[src/rtl/proc_pkg.sv]
// Shared definitions for the basic processor: opcodes, branch codes,
// sequencer states and the instruction field layout.
package proc_pkg;

    localparam int unsigned OPC_W = 4;
    localparam int unsigned REG_W = 4;
    localparam int unsigned IMM_W = 8;
    localparam int unsigned BR_W  = 2;

    localparam logic [OPC_W-1:0] OP_NOP  = 4'h0;
    localparam logic [OPC_W-1:0] OP_ADD  = 4'h1;
    localparam logic [OPC_W-1:0] OP_SUB  = 4'h2;
    localparam logic [OPC_W-1:0] OP_AND  = 4'h3;
    localparam logic [OPC_W-1:0] OP_OR   = 4'h4;
    localparam logic [OPC_W-1:0] OP_LDI  = 4'h7;
    localparam logic [OPC_W-1:0] OP_BEQ  = 4'hC;
    localparam logic [OPC_W-1:0] OP_BLT  = 4'hD;
    localparam logic [OPC_W-1:0] OP_HALT = 4'hF;

    localparam logic [BR_W-1:0] BR_NONE = 2'b00;
    localparam logic [BR_W-1:0] BR_BEQ  = 2'b01;
    localparam logic [BR_W-1:0] BR_BLT  = 2'b10;

    typedef enum logic [2:0] {
        ST_IDLE   = 3'd0,
        ST_FETCH  = 3'd1,
        ST_DECODE = 3'd2,
        ST_EXEC   = 3'd3,
        ST_HALT   = 3'd4
    } state_t;

    // Instruction layout: [15:12] opcode, [11:8] ra, [7:4] rb, [3:0] rc; imm = {rb, rc}
    typedef struct packed {
        logic [OPC_W-1:0] opcd;
        logic [REG_W-1:0] ra;
        logic [REG_W-1:0] rb;
        logic [REG_W-1:0] rc;
    } instr_t;

    // True for opcodes that execute (HALT is handled separately)
    function automatic logic op_legal(input logic [OPC_W-1:0] op);
        case (op)
            OP_NOP, OP_ADD, OP_SUB, OP_AND, OP_OR,
            OP_LDI, OP_BEQ, OP_BLT: op_legal = 1'b1;
            default:                op_legal = 1'b0;
        endcase
    endfunction

endpackage

[src/rtl/pc_unit.sv]
// Program counter: clear on start, advance by 1 or by 1 + signed offset.
module pc_unit
    import proc_pkg::*;
#(
    parameter int unsigned PC_W = 8
) (
    input  logic             clk,
    input  logic             rst,
    input  logic             clr,
    input  logic             adv,
    input  logic             taken,
    input  logic [REG_W-1:0] off,
    output logic [PC_W-1:0]  pc
);

    logic [PC_W-1:0] off_ext;
    logic [PC_W-1:0] pc_nxt;

    // Sign-extend the branch offset and form the next sequential/branch pc (wraps naturally)
    always_comb begin
        off_ext = PC_W'($signed(off));
        pc_nxt  = pc + PC_W'(1) + (taken ? off_ext : '0);
    end

    // PC register
    always_ff @(posedge clk or negedge rst) begin
        if (!rst) begin
            pc <= '0;
        end else if (clr) begin
            pc <= '0;
        end else if (adv) begin
            pc <= pc_nxt;
        end
    end

endmodule

[src/rtl/instr_sequencer.sv]
// Fetch/decode/execute sequencer: fetches over req/ack, holds the instruction
// register, opens a one-cycle execute window and resolves BEQ/BLT.
module instr_sequencer
    import proc_pkg::*;
#(
    parameter int unsigned PC_W  = 8,
    parameter int unsigned IW    = 16,
    parameter int unsigned RET_W = 16
) (
    input  logic             clk,
    input  logic             rst,
    input  logic             start,
    output logic             imem_req,
    output logic [PC_W-1:0]  imem_addr,
    input  logic             imem_ack,
    input  logic [IW-1:0]    imem_rdata,
    output logic [3:0]       opcd,
    output logic [3:0]       ra,
    output logic [3:0]       rb,
    output logic [3:0]       rc,
    output logic [7:0]       imm,
    input  logic [1:0]       branch,
    input  logic             alu_zero,
    input  logic             alu_neg,
    output logic             exec_en,
    output logic [PC_W-1:0]  pc,
    output logic             busy,
    output logic             halted,
    output logic             illegal,
    output logic [RET_W-1:0] retired
);

    state_t state;
    state_t state_nxt;
    instr_t ir;
    logic   ill_nxt;
    logic   clr_pc;
    logic   adv_pc;
    logic   taken;

    // State register
    always_ff @(posedge clk or negedge rst) begin
        if (!rst) begin
            state <= ST_IDLE;
        end else begin
            state <= state_nxt;
        end
    end

    // Next state, pc control and halt cause
    always_comb begin
        state_nxt = state;
        ill_nxt   = illegal;
        clr_pc    = 1'b0;
        adv_pc    = 1'b0;
        taken     = ((branch == BR_BEQ) && alu_zero) || ((branch == BR_BLT) && alu_neg);
        case (state)
            ST_IDLE: begin
                if (start) begin
                    state_nxt = ST_FETCH;
                    clr_pc    = 1'b1;
                end
            end
            ST_FETCH: begin
                if (imem_ack) begin
                    state_nxt = ST_DECODE;
                end
            end
            ST_DECODE: begin
                if (ir.opcd == OP_HALT) begin
                    state_nxt = ST_HALT;
                    ill_nxt   = 1'b0;
                end else if (!op_legal(ir.opcd)) begin
                    state_nxt = ST_HALT;
                    ill_nxt   = 1'b1;
                end else begin
                    state_nxt = ST_EXEC;
                end
            end
            ST_EXEC: begin
                adv_pc    = 1'b1;
                state_nxt = ST_FETCH;
            end
            ST_HALT: begin
                state_nxt = ST_HALT;
            end
            default: begin
                state_nxt = ST_IDLE;
            end
        endcase
    end

    // Status outputs registered from the next state so they line up with the state register
    always_ff @(posedge clk or negedge rst) begin
        if (!rst) begin
            imem_req <= 1'b0;
            exec_en  <= 1'b0;
            busy     <= 1'b0;
            halted   <= 1'b0;
            illegal  <= 1'b0;
        end else begin
            imem_req <= (state_nxt == ST_FETCH);
            exec_en  <= (state_nxt == ST_EXEC);
            busy     <= (state_nxt != ST_IDLE) && (state_nxt != ST_HALT);
            halted   <= (state_nxt == ST_HALT);
            illegal  <= ill_nxt;
        end
    end

    // Instruction register, loaded only on the acknowledged fetch cycle
    always_ff @(posedge clk or negedge rst) begin
        if (!rst) begin
            ir <= '0;
        end else if ((state == ST_FETCH) && imem_ack) begin
            ir <= instr_t'(imem_rdata);
        end
    end

    // Retired-instruction counter, one per execute window
    always_ff @(posedge clk or negedge rst) begin
        if (!rst) begin
            retired <= '0;
        end else if (state == ST_EXEC) begin
            retired <= retired + RET_W'(1);
        end
    end

    pc_unit #(
        .PC_W (PC_W)
    ) u_pc (
        .clk   (clk),
        .rst   (rst),
        .clr   (clr_pc),
        .adv   (adv_pc),
        .taken (taken),
        .off   (ir.rc),
        .pc    (pc)
    );

    assign imem_addr = pc;
    assign opcd      = ir.opcd;
    assign ra        = ir.ra;
    assign rb        = ir.rb;
    assign rc        = ir.rc;
    assign imm       = {ir.rb, ir.rc};

endmodule

[config.mk]
export PLATFORM = sky130hd
export DESIGN_NAME = instr_sequencer
export DESIGN_NICKNAME = d
export VERILOG_FILES = /design/src/rtl/proc_pkg.sv /design/src/rtl/pc_unit.sv /design/src/rtl/instr_sequencer.sv
export SDC_FILE = /design/constraint.sdc
export NUM_CORES = 1
export LEC_CHECK = 0
export BUFFER_PORTS_ARGS = -buffer_cell sky130_fd_sc_hd__buf_2
export CORE_MARGIN = 2
export CORE_UTILIZATION = 54
export DETAILED_ROUTE_END_ITERATION = 10
export MAX_ROUTING_LAYER = met4
export PLACE_DENSITY = 0.95
export RECOVER_POWER = 100
export SLEW_MARGIN = 10
export SYNTH_ARGS = -nofsm -noshare
export SYNTH_HDL_FRONTEND = slang
export SYNTH_SLANG_ARGS = --single-unit
[constraint.sdc]
create_clock -name clk -period 5.15 [get_ports clk]
set_input_delay 0.515 -clock clk [delete_from_list [all_inputs] [get_ports clk]]
set_output_delay 0.515 -clock clk [all_outputs]
set_load 0.02 [all_outputs]
**Yosys cells after proc, flatten, opt, wreduce, memory -nomap -nowiden**

Memories as Yosys holds them, arrays and structs flattened.
Cells that the tools add are included.

- Bitwise operators: 0
- Reductions and logical operators: 9
- Order comparisons: 0
- Equal/unequal tests: 12
- Divide/modulo/power cells: 0
- Multipliers: 0
- Multiplexer cells: 15
- Add/sub/neg operators: 3
- Shift-type cells: 0

Operators by type and width:

| cell | number |
|---|---|
| $mux 8 | 3 |
| $add 16x1->16 const B | 1 |
| $pmux 3 s5 | 1 |
| $mux 3 | 4 |
| $eq 3x2->1 const B | 3 |
| $add 8x1->8 const B | 1 |
| $add 8x8->8 | 1 |
| $mux 1 | 7 |
| $eq 3x1->1 const B | 2 |
| $eq 3x3->1 const B | 2 |
| $eq 4x4->1 const B | 1 |
| $logic_and 1x1->1 | 4 |
| $logic_not 3->1 | 1 |
| $ne 3x3->1 const B | 1 |
| $reduce_bool 3->1 | 1 |
| $eq 2x1->1 const B | 1 |
| $eq 2x2->1 const B | 1 |
| $ne 2x2->1 const B | 1 |
| $reduce_and 2->1 | 1 |
| $reduce_bool 2->1 | 1 |
| $logic_or 1x1->1 | 1 |

- Bits in latches: 0
- Input bits: 24
- Memories: 1
- ROM bits: 16
- RAM bits: 0
- Register bits: 48
- Output and inout port bits: 61

Memories:

| memory | words | bits a word | rd ports | clocked after Yosys merged registers in | wr ports | RTL line | source |
|---|---|---|---|---|---|---|---|
| (no name shown) | 16 | 1 | 1 | 0 | 0 | proc_pkg.sv:42 | `case (op)` |

**Longest topological paths before layout**

Gate-level depths: netlist of the first run.

- Depth in word-level cells: 8
- Mapped depth: 11
- Mapped depth without buffers: 10

**Modules after synthesis**

Synthesis of the first run repeated with hierarchy kept, for this count alone.

- Cells, all modules: 227
- Area total of the unflattened synthesis: 2590.0 um^2

Modules (own cells, without submodules):

| module | sequential area each (um^2) | cells each | instances | area each (um^2) |
|---|---|---|---|---|
| instr_sequencer | 1001.0 | 146 | 1 | 1858.0 |
| pc_unit | 200.2 | 81 | 1 | 732.0 |

**Worst setup path before layout of the first run**

Ideal clock, no wire load.

- Kind: in2reg
- Start: input branch[1]
- End: register u_pc.pc[7]
- Arrival: 2462 ps
- Buffers on the path: 1
- Stages: 10
- Path slack: 2570 ps
- Path through: nand4b_1 -> and2_4 -> buf_6 -> inv_1 -> ha_1 -> o21a_1 -> o31a_1 -> or4_4 -> a41o_1 -> a21o_1

- Longest elaborated chain between the ends: 7
- Elaborated cells between the ends (all ways): 9
- Classes of those cells: add/sub (1); eq/ne (2); mux (3); reduce/logical (3)

Ends and longest elaborated chain:

| what | RTL line | source |
|---|---|---|
| start, declared | instr_sequencer.sv:22 | `input logic [1:0] branch,` |
| $eq 2x1->1 / $eq 2x2->1 (equally long branches) | instr_sequencer.sv:56 | `taken = ((branch == BR_BEQ) && alu_zero) \|\| ((branch == BR_BLT) && alu_neg);` |
| $logic_and 1x1->1 | instr_sequencer.sv:56 |  |
| $logic_or 1x1->1 (*) | instr_sequencer.sv:56 |  |
| $mux 8 (*) | pc_unit.sv:22 | `pc_nxt = pc + PC_W'(1) + (taken ? off_ext : '0);` |
| $add 8x8->8 (*) | pc_unit.sv:22 |  |
| $mux 8 (*) | pc_unit.sv:31 | `end else if (adv) begin` |
| $mux 8 (*) | pc_unit.sv:29 | `end else if (clr) begin` |
| end signal, assigned | pc_unit.sv:32 | `pc <= pc_nxt;` |
| end, declared | pc_unit.sv:13 | `output logic [PC_W-1:0] pc` |

Every way passes the cells marked *; elsewhere a longest branch is shown, timed or not. The select of a mux whose other input is x is not followed.
A chain may end at the register's enable or synchronous reset.

**Final worst setup path of the first run**

Same ends and word-level chain as after synthesis.

==> results of run 1 <==
==> worst reg2reg max path, delay by kind of cell, from the launching register on <==
| family | cells | cell delay [ns] |
|---|---|---|
| and+or+nand+nor | 3 | 0.87 |
| DFF | 1 | 0.44 |
| AOI/OAI and AO/OA | 4 | 0.71 |
| adders and majority gates | 1 | 0.30 |
| buffers and inverters | 1 | 0.14 |
==> area by class of cell <==
type,count,area [um2]
fill,383,1560
timing repair buffer,84,342
inverter,12,45.0
clock buffer,7,86.3
clock inverter,1,7.51
tap,52,65.1
multi-input combinational,147,1110
sequential,48,1200
==> synth_stat cells, types with 2 or more instances <==
cell	instances	area, um2
nand2_1	12	45.0
a21oi_1	9	45.0
inv_1	12	45.0
nor2_1	12	45.0
o31a_1	4	35.0
buf_2	4	20.0
or3_1	4	25.0
nand3b_1	2	15.0
a21o_1	3	22.5
mux2_2	17	191
nand3_1	10	50.1
dfrtp_1	48	1200
nor2b_1	3	18.8
and4_1	2	17.5
clkbuf_1	2	7.51
buf_4	16	120
nor3b_1	2	15.0
nand4b_1	3	26.3
or2_2	3	18.8
and3_1	2	12.5
ha_1	8	100
a31oi_1	3	18.8
xor2_1	4	35.0
nand4_1	2	12.5
o21ai_0	8	40.0
xnor2_1	12	105
==> registers in the layout, summed over array words and instances, names as in the netlist <==
register	count
retired	16
imem_req	1
busy	1
state	3
illegal	1
halted	1
rc	4
rb	4
ra	4
u_pc.pc	8
exec_en	1
opcd	4
==> through the flow <==
stage	cell area (um2)	setup WS (ns)
6_report	2850	2.52
5_1_grt	2850	2.24
4_1_cts	2940	2.57
3_5_place_dp	2840	2.27
3_3_place_gp	2840	2.39
2_1_floorplan	2510	2.57
==> per-layer routing <==
metal	vias up	global-route usage	routed length, um
met3	12	0.0375	323
met5	-	-	0
met4	0	0.0734	85
met2	76	0.350	2450
li1	930	-	-
met1	911	0.263	2180
==> worst paths after layout <==
path / start / to / cells past startpoint
max: branch[1] / u_pc.pc[7] / 11
min: imem_rdata[2] / rc[2] / 2
max reg2reg: rc[3] / u_pc.pc[7] / 9
min reg2reg: retired[15] / retired[15] / 1
max in group asynchronous: rst / rc[0] / 1
min in group asynchronous: rst / retired[4] / 1
==> cells by family (layout without fill, tap and decap cells) <==
kind of cell | count (synthesis) | after routing | share of synthesized area
multiplexers | 18 | 18 | 0.0804
AND/OR/NAND/NOR | 65 | 65 | 0.149
AO/OA/AOI/OAI | 39 | 39 | 0.106
adder cells (fa/ha/maj) | 9 | 9 | 0.0479
flip-flops | 48 | 48 | 0.479
XOR/XNOR | 16 | 16 | 0.0559
buffers and inverters | 35 | 104 | 0.0814
==> power by group through the flow <==
stage          Clock, mW  Sequential (mW)  Combinational (mW)
4_1_cts            0.236            0.651               0.793
3_5_place_dp           0            0.656               0.793
2_1_floorplan          0            0.761               0.490
3_3_place_gp           0            0.648               0.771
5_1_grt            0.253            0.681               0.803
6_report           0.232            0.655               0.737
==> results_dict.tcl, run 1 <==
set metrics [dict create \
    grt_usage 0.212 \
    critPathBufInv 2 \
    wirelength_mm 5.04 \
    maxCapViolations 1 \
    r2r_setup_slack_ns 2.60 \
    arrival_ns 2.82 \
    cts_made_buffers 5 \
    final_common_cell "clkbuf_1" \
    hpwlAfterDp_mm 3.70 \
    outcome "finished, violations left" \
    num_rows 24 \
    hold_buffers 0 \
    max_slew_margin -0.632 \
    worstMarginPinSlew_ns 2.45 \
    root_buffer "clkbuf_8" \
    port_buffers 84 \
    syn_nets 263 \
    whs_ns 0.444 \
    ys_ff_latch 48 \
    drt_iter0_markers 84 \
    grt_pass1_vias 1882 \
    avgSynthCellArea_um2 10.9 \
    fin_crit_sh 0.510 \
    cts_tree "built" \
    area_delta_synth_final_pct 13.8 \
    worstPathMaxFanout 5 \
    slew_violations 49 \
    routed_via_density 5.50 \
    die_h_um 72.1 \
    drive_above_1_share 0.167 \
    clock_path_buffers 2 \
    critical_path_class "input pin to register" \
    finalHoldViolations 0 \
    worstPathRequired_ns 5.35 \
    synth_cells 230 \
    antenna_cells 0 \
    cpLargestDelayFamily "compound AO/OA/AOI/OAI gates" \
    wl_per_cell_um 14.4 \
    skew_ns 0.00611 \
    cts.clk_slew.worst_paths_ns 0.08 \
    dp_cells 343 \
    drc 0 \
    ys.flop_type "dfrtp_1" \
    post_cts_buffers 0 \
    clkLatencyLatePin_ns 0.30 \
    io_pins 85 \
    die_w_um 72.1 \
    final_util 0.646 \
    yosys.cell_types.count 49 \
    synth_edf_count 0 \
    ant_nets 0 \
    cp-end-kind "register" \
    internal_power_mw 0.888 \
    gp_congestion 0.870 \
    asyncSetResetFlopFracSynth 1.00 \
    critPathLaunchType "input pin" \
    p_clk_frac 0.143 \
    antenna_found_initial 0 \
    power_frac_seq 0.403 \
    ctsHtreeMaxLevel 2 \
    netSwitchingFraction 0.453 \
    finalPower_mw 1.62 \
    cp_slowest_cell "or4_1" \
    cts.sinks 48 \
    final_cell_mix "clkbuf_1, dfrtp_1, buf_2" \
    setup_violations 0 \
    fin_crit_ns 2.63 \
    vdd_ir_drop_max_v 0.000379 \
    ys_warn_count 0 \
    violations "max-capacitance violations, max-slew violations" \
    crit_top_cell "nand2_1" \
    final_cells 351 \
    grt.overflow.total 0 \
    rsz0062_at_grt "false" \
    power_density_mw_per_mm2 569 \
    final_nets 331 \
    via_count 1929 \
    core_area_mm2 0.00441 \
    hold_path_class "input pin to register" \
    grt_pass1_wl_mm 8.45 \
    die-area_mm2 0.00520 \
    start_util 0.568 \
    power.switching_mw 0.735 \
    ctsResizeCount 0 \
    synth_area_mm2 0.00251 \
    yosysSeqAreaShare 0.479 \
    path_cells "clkbuf_1 -> nand2_1 -> o21ai_0 -> nand2_1 -> inv_1 -> ha_1 -> nor2b_1 -> o31a_1 -> or4_1 -> a41o_1 -> a21o_1" \
    fmax_mhz 381 \
    tns_ns 0 \
    combPwrFrac 0.454 \
    slowest_delay_ns 0.51 \
    p_leak_nw 1.28 \
    grt_max_degree 49 \
    first_pass_iters 4 \
]
Note: power is estimated with default switching activity, not from simulation.
==> inputs of run 2 (changes only) <==
Settings changed: CORE_UTILIZATION 54 to 45, PLACE_DENSITY 0.95 to 0.87.
Clock period 5.15 ns to 2.3 ns, I/O delays scaled along.
==> results_dict.tcl, run 2 (synthesized netlist as in run 1, its figures left out) <==
set metrics [dict create \
    outcome "finished, violations left" \
    violations "max-capacitance violations, max-slew violations" \
    r2r_setup_slack_ns 0.07 \
    io_pins 85 \
    fmax_mhz 449 \
    drt_iter0_markers 106 \
    grt_usage 0.187 \
    wirelength_mm 5.34 \
    worstMarginPinSlew_ns 1.56 \
    n_fill_cell 525 \
    grt_max_degree 30 \
    antenna_cells 0 \
    core_area_mm2 0.00544 \
    via_count 2010 \
    p_leak_nw 1.36 \
    cts_made_buffers 5 \
    worstPathRequired_ns 2.49 \
    cts_tree "built" \
    r2r-end "u_pc.pc[7]" \
    cts.sinks 48 \
    tns_ns 0 \
    ctsResizeCount 0 \
    final_common_cell "clkbuf_1" \
    reg2regPathDepth 8 \
    routed_via_density 5.21 \
    finalHoldViolations 0 \
    area_delta_synth_final_pct 21.5 \
    critPathLaunchType "register" \
    final_nets 347 \
    min_from "imem_rdata[4]" \
    drive_above_1_share 0.220 \
    hold_path_class "input pin to register" \
    maxCapViolations 1 \
    num_rows 27 \
    fin_crit_ns 2.23 \
    slew_violations 30 \
    wl_per_cell_um 13.8 \
    max_slew_margin -0.0370 \
    gp_congestion 0.798 \
    largest_register_ff_count 16 \
    critical_path_class "register to register" \
    first_pass_iters 7 \
    cts.clk_slew.worst_paths_ns 0.09 \
    setup_violations 0 \
    rsz0062_at_grt "false" \
    grt.overflow.total 0 \
    grt_pass1_vias 1954 \
    hold_path_end "rb[0]" \
    clkLatencyLatePin_ns 0.30 \
    clock_path_buffers 2 \
    start_util 0.461 \
    final_cell_mix "clkbuf_1, dfrtp_1, buf_2" \
    die_w_um 78.6 \
    cp-end-kind "register" \
    top_regs "retired (16), u_pc.pc (8)" \
    final_util 0.560 \
    drc 0 \
    vdd_ir_drop_max_v 0.000623 \
    skew_ns 0.00561 \
    ant_nets 0 \
    port_buffers 84 \
    power_density_mw_per_mm2 1290 \
    final_area_mm2 0.00305 \
    r2r-start "rc[3]" \
    regMostFlops "retired" \
    grt_pass1_wl_mm 8.83 \
    ctsHtreeMaxLevel 2 \
    arrival_ns 2.42 \
    hpwlAfterDp_mm 3.97 \
    holdPathStages 2 \
    root_buffer "clkbuf_8" \
    placed_area_mm2 0.00299 \
    worstPathMaxFanout 5 \
    fin_crit_sh 0.967 \
    die-area_mm2 0.00618 \
    die_h_um 78.6 \
    antenna_found_initial 0 \
]
## run 2: report_power, final
group          switching (mW)  internal, mW
Clock                   0.270         0.428
Combinational            1.07         0.680
Sequential              0.325          1.14
Total                    1.67          2.25
## run 2: timing repair
item | 4_1_cts | 5_1_grt
setup endpoints to repair | 0 | 1
setup buffers | 0 | 2
endpoints found under the hold margin | 28 | 0
hold buffers | 1 | 0
## run 2: per-layer routing
metal	wire, um	vias up	track usage
li1	-	966	-
met1	2310	959	0.228
met2	2630	75	0.313
met3	310	10	0.0287
met4	87	0	0.0754
met5	0	-	-
## run 2: worst max path at each step
stage	startpoint	slack [ns]	end
6_report	rc[3]	0.07	u_pc.pc[7]
5_1_grt	rst	0.008	rc[3]
4_1_cts	rc[3]	0.07	u_pc.pc[7]
3_5_place_dp	branch[1]	-0.16	u_pc.pc[7]
3_3_place_gp	branch[1]	-0.06	u_pc.pc[7]
2_1_floorplan	rc[3]	0.009	u_pc.pc[7]
## run 2: final cells by class
| class | instances | area (um2) | area share |
|---|---|---|---|
| inverters | 12 | 47.5 | 0.0156 |
| clock buffers | 5 | 68.8 | 0.0226 |
| repair buffers | 100 | 457 | 0.150 |
| multi-input cells | 147 | 1120 | 0.368 |
| clock inverters | 2 | 60.1 | 0.0197 |
| flip-flops and latches | 48 | 1200 | 0.395 |
| well taps | 72 | 90.1 | 0.0296 |
## run 2: through the flow
stage	std cells	total power, mW	hold WS [ns]	setup slack (ns)
floorplan	230	2.83	-0.0656	0.00936
detailed placement	376	3.35	0.302	-0.163
CTS	384	4.07	0.150	0.0716
global placement	376	3.28	0.296	-0.0564
finish	386	3.91	0.156	0.0749
global route	386	4.19	0.153	0.00812
## run 2: critical path, cell delays in order (launching register included)
cell	delay, ns
dfrtp_2	0.43
nand4b_1	0.12
and2_4	0.17
inv_4	0.05
ha_4	0.15
or3_1	0.30
or4_4	0.49
a41o_1	0.24
a21o_1	0.17
